[src/rtl/mac_pkg.sv]
// Shared definitions for the multiply-accumulate stage: FSM states, product width,
// and the parameter legality check used at elaboration.
package mac_pkg;

    localparam int unsigned PROD_W = 16;

    typedef enum logic [1:0] {
        ACCUM = 2'd0,
        DRAIN = 2'd1,
        DONE  = 2'd2
    } state_t;

    function automatic bit params_ok(input int unsigned n_terms, input int unsigned acc_w);
        return (acc_w >= PROD_W) && (acc_w <= 32) && (n_terms >= 1) && (n_terms <= 255);
    endfunction

endpackage

[src/rtl/Eight_Bit_Multiplier.sv]
// Unsigned 8x8 combinational multiplier feeding the accumulator's operand register.
module Eight_Bit_Multiplier (
    input  logic [7:0]  A,
    input  logic [7:0]  B,
    output logic [15:0] P
);

    assign P = A * B;

endmodule

[src/rtl/mac_accumulator.sv]
// Sums N_TERMS unsigned 8x8 products per result behind valid/ready handshakes;
// a registered product stage means the last term is added one cycle after its accept.
module mac_accumulator
    import mac_pkg::*;
#(
    parameter int unsigned N_TERMS = 4,
    parameter int unsigned ACC_W   = 24
) (
    input  logic             clk,
    input  logic             rst,
    input  logic             clear,
    input  logic             in_valid,
    output logic             in_ready,
    input  logic [7:0]       a,
    input  logic [7:0]       b,
    output logic             out_valid,
    input  logic             out_ready,
    output logic [ACC_W-1:0] sum,
    output logic             overflow
);

    if (!params_ok(N_TERMS, ACC_W)) begin : g_param_check
        $error("mac_accumulator: illegal N_TERMS=%0d / ACC_W=%0d", N_TERMS, ACC_W);
    end

    localparam logic [7:0] LAST_TERM = 8'(N_TERMS - 1);

    state_t              state;
    logic [PROD_W-1:0]   prod_w;
    logic [PROD_W-1:0]   prod_q;
    logic                prod_v;
    logic [7:0]          term_cnt;
    logic [ACC_W-1:0]    acc;
    logic [ACC_W:0]      acc_sum;
    logic                accept;

    Eight_Bit_Multiplier u_mult (
        .A (a),
        .B (b),
        .P (prod_w)
    );

    assign accept = in_valid && in_ready;
    assign sum    = acc;

    always_comb begin
        acc_sum = {1'b0, acc} + {{(ACC_W + 1 - PROD_W){1'b0}}, prod_q};
    end

    always_ff @(posedge clk or posedge rst) begin
        if (rst) begin
            state     <= ACCUM;
            in_ready  <= 1'b1;
            out_valid <= 1'b0;
            acc       <= '0;
            overflow  <= 1'b0;
            term_cnt  <= '0;
            prod_v    <= 1'b0;
            prod_q    <= '0;
        end else if (clear) begin
            state     <= ACCUM;
            in_ready  <= 1'b1;
            out_valid <= 1'b0;
            acc       <= '0;
            overflow  <= 1'b0;
            term_cnt  <= '0;
            prod_v    <= 1'b0;
        end else begin
            prod_v <= accept;
            if (accept) begin
                prod_q   <= prod_w;
                term_cnt <= term_cnt + 8'd1;
            end
            if (prod_v) begin
                acc <= acc_sum[ACC_W-1:0];
                if (acc_sum[ACC_W]) begin
                    overflow <= 1'b1;
                end
            end

            // Assignments below deliberately override the datapath updates above.
            case (state)
                ACCUM: begin
                    if (accept && (term_cnt == LAST_TERM)) begin
                        state    <= DRAIN;
                        in_ready <= 1'b0;
                    end
                end
                DRAIN: begin
                    state     <= DONE;
                    out_valid <= 1'b1;
                end
                DONE: begin
                    if (out_valid && out_ready) begin
                        state     <= ACCUM;
                        in_ready  <= 1'b1;
                        out_valid <= 1'b0;
                        acc       <= '0;
                        overflow  <= 1'b0;
                        term_cnt  <= '0;
                        prod_v    <= 1'b0;
                    end
                end
                default: begin
                    state     <= ACCUM;
                    in_ready  <= 1'b1;
                    out_valid <= 1'b0;
                    acc       <= '0;
                    overflow  <= 1'b0;
                    term_cnt  <= '0;
                    prod_v    <= 1'b0;
                end
            endcase
        end
    end

endmodule

[config.mk]
export PLATFORM = sky130hd
export DESIGN_NAME = mac_accumulator
export DESIGN_NICKNAME = d
export VERILOG_FILES = /design/src/rtl/mac_pkg.sv /design/src/rtl/Eight_Bit_Multiplier.sv /design/src/rtl/mac_accumulator.sv
export SDC_FILE = /design/constraint.sdc
export NUM_CORES = 1
export LEC_CHECK = 0
export CAP_MARGIN = 20
export CORE_MARGIN = 8
export CORE_UTILIZATION = 55
export CTS_BUF_LIST = sky130_fd_sc_hd__clkbuf_8
export CTS_CLUSTER_DIAMETER = 150
export DETAILED_ROUTE_END_ITERATION = 10
export PLACE_DENSITY = 0.77
export SYNTH_ARGS = -nofsm -noshare
export SYNTH_HDL_FRONTEND = slang
export SYNTH_SLANG_ARGS = --single-unit
[constraint.sdc]
create_clock -name clk -period 3.5 [get_ports clk]
set_input_delay 0.35 -clock clk [delete_from_list [all_inputs] [get_ports clk]]
set_output_delay 0.35 -clock clk [all_outputs]
set_load 0.005 [all_outputs]
# Yosys cells after proc, flatten, opt, wreduce, memory -nomap -nowiden
# Cells that the tools add are included.
dict set report totals {
  register_bits 54
  output_inout_bits 27
  word_cells 55
  in_bits 21
}
dict set report classes {
  eq_ne 7
  n_reduce_logical 9
  n_mul 1
  mux 27
  addsub 2
  n_bitwise 1
}
# cell n
set op_table {}
lappend op_table {{$mux W24} 3}
lappend op_table {{$pmux W24 S2} 1}
lappend op_table {{$add A24 B16 Y25} 1}
lappend op_table {{$mux W8} 3}
lappend op_table {{$mul A8 B8 Y16} 1}
lappend op_table {{$pmux W8 S2} 1}
lappend op_table {{$mux W1} 11}
lappend op_table {{$add A8 B1 Y8 const B} 1}
lappend op_table {{$eq A8 B2 Y1 const B} 1}
lappend op_table {{$mux W2} 3}
lappend op_table {{$ne A3 B3 Y1 const B} 2}
lappend op_table {{$pmux W1 S3} 2}
lappend op_table {{$pmux W2 S3} 1}
lappend op_table {{$reduce_and A2 Y1} 3}
lappend op_table {{$ne A2 B2 Y1 const B} 2}
lappend op_table {{$pmux W1 S2} 2}
lappend op_table {{$logic_and A1 B1 Y1} 3}
lappend op_table {{$reduce_and A3 Y1} 1}
lappend op_table {{$eq A2 B1 Y1 const B} 1}
lappend op_table {{$eq A2 B2 Y1 const B} 1}
lappend op_table {{$logic_not A2 Y1} 1}
lappend op_table {{$reduce_or A2 Y1} 1}
lappend op_table {{$not A1 Y1} 1}

# Depth between registers and ports, before layout
# Gate-level depths: netlist of run 1.
dict set report depth {
  word_depth 6
  ltp_mapped 16
  ltp_nobuf 16
}

# By module
# Synthesis of run 1 repeated with hierarchy kept, for this count alone.
dict set report unflattened {
  cells_unflattened 534
  area_unflattened_um2 5177.5
}
# mod area_each_um2 cells_each seq_area_each_um2 n_inst
set modules_own_cells {}
lappend modules_own_cells {mac_accumulator 3052.9 291 1352.5 1}
lappend modules_own_cells {Eight_Bit_Multiplier 2124.5 243 0.0 1}

# Worst setup path after synthesis of run 1
# OpenSTA, ideal clock, no wires.
dict set report synth_timing {
  path_type {input port to flip-flop}
  startpoint {input a[3]}
  endpoint {register prod_q[13]}
  path_buffers 0
  required_ns 3.405
  setup_ns 0.095
  arrival_ns 3.913
  cell_stages 16
  setup_slack_ns -0.509
  path_cell_list {and2_1 fa_1 inv_1 fa_1 inv_1 fa_1 inv_1 fa_1 inv_1 ha_1 o211ai_1 a21oi_1 o211ai_1 a21oi_1 o21a_1 o31ai_1}
}
dict set report synth_between {
  elab_chain_len 1
}
# item line
set synth_lines {}
lappend synth_lines {{from (decl)} mac_accumulator.sv:14} ;# input logic [7:0] a,
lappend synth_lines {{$mul A8 B8 Y16} Eight_Bit_Multiplier.sv:8} ;# assign P = A * B;
lappend synth_lines {{to (signal assigned)} mac_accumulator.sv:71} ;# prod_q <= prod_w;
lappend synth_lines {{to (decl)} mac_accumulator.sv:30} ;# logic [PROD_W-1:0] prod_q;
# No other way between the ends.
# A chain may end at the register's enable or synchronous reset.

# Worst setup path in the final report of run 1
dict set report layout_timing {
  startpoint {input a[4]}
  endpoint {register prod_q[13]}
}
# Same word-level chain as after synthesis.

==> results.yml, run 1 <==
logic_synthesis:
  ys_types: 53
  synth_edf_count: 0
  synth.avg_cell_area_um2: 9.050
  yosys.area.top_type: "dfrtp_1"
  synthFlopType: "dfrtp_1"
  syn_area_mm2: 0.005204
  synth_seq_area_share_pct: 25.99
  synth_area_leaders: "dfrtp_1 25%, fa_1 14%, ha_1 13%"
  synthArstFlopShare_pct: 100.0
  yosys.area.top_type_share_pct: 25.49
  syn_nets: 686
  syn-instance-count: 575
  ys_seq_elements: 54
  yosys_warnings: 0
clocking:
  clk_pin_slew_ns: 0.10
  cts_buffers: 5
  clk_path_buf_depth: 2
  htree_levels: 2
  cts_tree: "yes"
  root_buffer: "clkbuf_8"
  clock_latency_ns: 0.30
  cts.sinks: 54
pwr:
  total_power_mw: 3.100
  power_density_mw_per_mm2: 486.9
  p_leak_nw: 3.107
  ir_drop_uv: 244.4
worst_setup_path:
  cp_data_arrival_time_ns: 3.98
  timing.rr.start: "sum[0]$_DFF_PP0_"
  start_kind: "input port"
  reg2regPathDepth: 9
  ff2ff_setup_slack_ns: 1.05
  crit_fanout: 5
  critical_path_required_ns: 3.71
  crit_path_end_kind: "register"
  worstSetupPathType: "input port to register"
  r2r_end: "sum[22]$_DFF_PP0_"
global_route:
  grt_overflow_total: 0
  grt_pass1_wl_um: 19820
  grtUsageTotal_pct: 18.30
  grt_max_degree: 45
  grt_pass1_vias: 4323
  grt_antenna_before_repair: 0
timing:
  hold_violations: 0
  period_needed_ns: 3.773
  setup_viol: 7
  finClkSkew_ns: 0.007814
  rsz0062_at_grt: "true"
  slew_headroom_pct: 59.68
  worst_pin_slew_ns: 0.6047
  max_freq_ghz: 0.2650
  fin_crit_sh_pct: 107.8
  whs_ns: 0.2737
  setup_ws_ns: -0.2731
  drv_slew: 0
floorplan:
  dieHeight_um: 113.3
  die_w_um: 113.3
  io_pins: 48
  num_rows: 35
  dieArea_mm2: 0.01283
  start_util_pct: 56.59
  coreArea_mm2: 0.009196
placement:
  dp_slack_ns: -1.034
  post_dp_cell_area_mm2: 0.006232
  place_congestion: 0.9179
  dp_hpwl_um: 9299
  port_buffers: 47
routing:
  drtIter0Drc: 188
  drt-vias-per-instance: 5.482
  wl_um: 11340
  ant_nets: 0
  wl_per_cell_um: 14.53
  drc: 0
  vias: 4276
  dr.pass1.iters: 4
final_layout:
  layout_commonest_cell: "nand2_1"
  finalNetCount: 779
  fin_area_mm2: 0.006367
  drive_gt1_share_pct: 17.34
  final_core_util_pct: 69.24
  antenna_cells: 0
  syn_to_final_growth_pct: 22.36
  layout_common_cells: "66 x nand2_1, 55 x inv_1, 53 x dfrtp_1"
outcome:
  violations: "setup timing"
  status: "complete, but fails checks"
worst_hold_path:
  hold_path_class: "input port to async pin"
flow_run:
  cap_viol_max_count: 0
how the worst max path moves through the flow:
stage | from | endpoint | slack (ns)
floorplan | a[5] | prod_q[13]$_DFFE_PP0P_ | -0.26
global placement | a[5] | prod_q[13]$_DFFE_PP0P_ | -0.96
detailed placement | b[3] | prod_q[13]$_DFFE_PP0P_ | -1.03
CTS | b[2] | prod_q[13]$_DFFE_PP0P_ | -0.23
global route | b[2] | prod_q[13]$_DFFE_PP0P_ | -0.36
finish | a[4] | prod_q[13]$_DFFE_PP0P_ | -0.27
Yosys cell counts, types with 6 or more instances:
cell type,instances
nor2_1,39
and2_1,46
a21o_1,11
o211ai_1,12
clkbuf_1,6
nand2b_1,15
ha_1,53
inv_1,58
xor2_1,14
nand3_1,6
xnor2_1,11
mux2i_1,15
a21oi_1,31
fa_1,37
dfrtp_1,53
o21ai_0,22
nand2_1,68
layer usage:
layer,up-vias,routed length [um],track usage (%)
li1,2129,-,-
met1,2078,4987,23.61
met2,67,5873,32.50
met3,2,429,1.970
met4,0,47,3.286
met5,-,0,0
layout make-up:
type / count / area (um2)
Clock buffer: 5 / 68.82
Clock inverter: 3 / 41.29
Fill cell: 756 / 2829
Inverter: 58 / 217.7
Multi-Input combinational cell: 452 / 3725
Sequential cell: 54 / 1353
Tap cell: 111 / 138.9
Timing Repair Buffer: 97 / 823.3
cells by family (layout without fill, tap and decap cells):
logic type	count (synthesis)	count (layout)	synth area share [%]
and+or+nand+nor	208	208	19.93
AOI/OAI and AO/OA	111	111	14.33
adders and majority gates	90	90	26.98
buffers and inverters	69	163	5.025
DFF	54	54	25.99
xor gates and xnor gates	25	25	4.208
muxes	18	18	3.534
report_power, final:
part	internal, mW	total [mW]	switching, mW
Combinational	0.899	1.87	0.970
Clock	0.211	0.416	0.205
Sequential	0.729	0.815	0.0858
Total	1.84	3.10	1.26
metrics by stage:
stage | setup TNS (ns) | instances
2_1_floorplan | -1.200 | 575
3_3_place_gp | -7.873 | 768
3_5_place_dp | -8.614 | 769
4_1_cts | -0.9397 | 778
5_1_grt | -2.036 | 780
6_report | -1.094 | 780
state kept, by name, summed over array words and instances (netlist names):
register   count
sum           24
prod_q        16
term_cnt       8
state          2
in_ready       1
out_valid      1
overflow       1
prod_v         1
critical path, cell delays in order:
cell      delay (ns)
buf_2           0.14
and2_4          0.15
fa_1            0.52
inv_2           0.04
fa_1            0.47
inv_1           0.05
fa_1            0.48
inv_1           0.05
fa_1            0.49
inv_2           0.05
ha_4            0.16
a21o_1          0.21
o211ai_1        0.30
a21oi_1         0.14
o21a_1          0.19
o31ai_1         0.21
what timing repair did:
item                       4_1_cts  5_1_grt
resized for setup               72        8
pin swaps                       21       16
setup endpoints to repair       10        8
buffers inserted                 1        2
hold buffers                     0        0
gates cloned                     0        0
(Power assumes the default switching activity.)
==> run 2, diff against run 1 <==
- CTS_CLUSTER_SIZE: default -> 20
- TNS_END_PERCENT: default -> 100
==> results of run 2 <==
No change in the layout: final DEF, timing and power equal those of run 1.
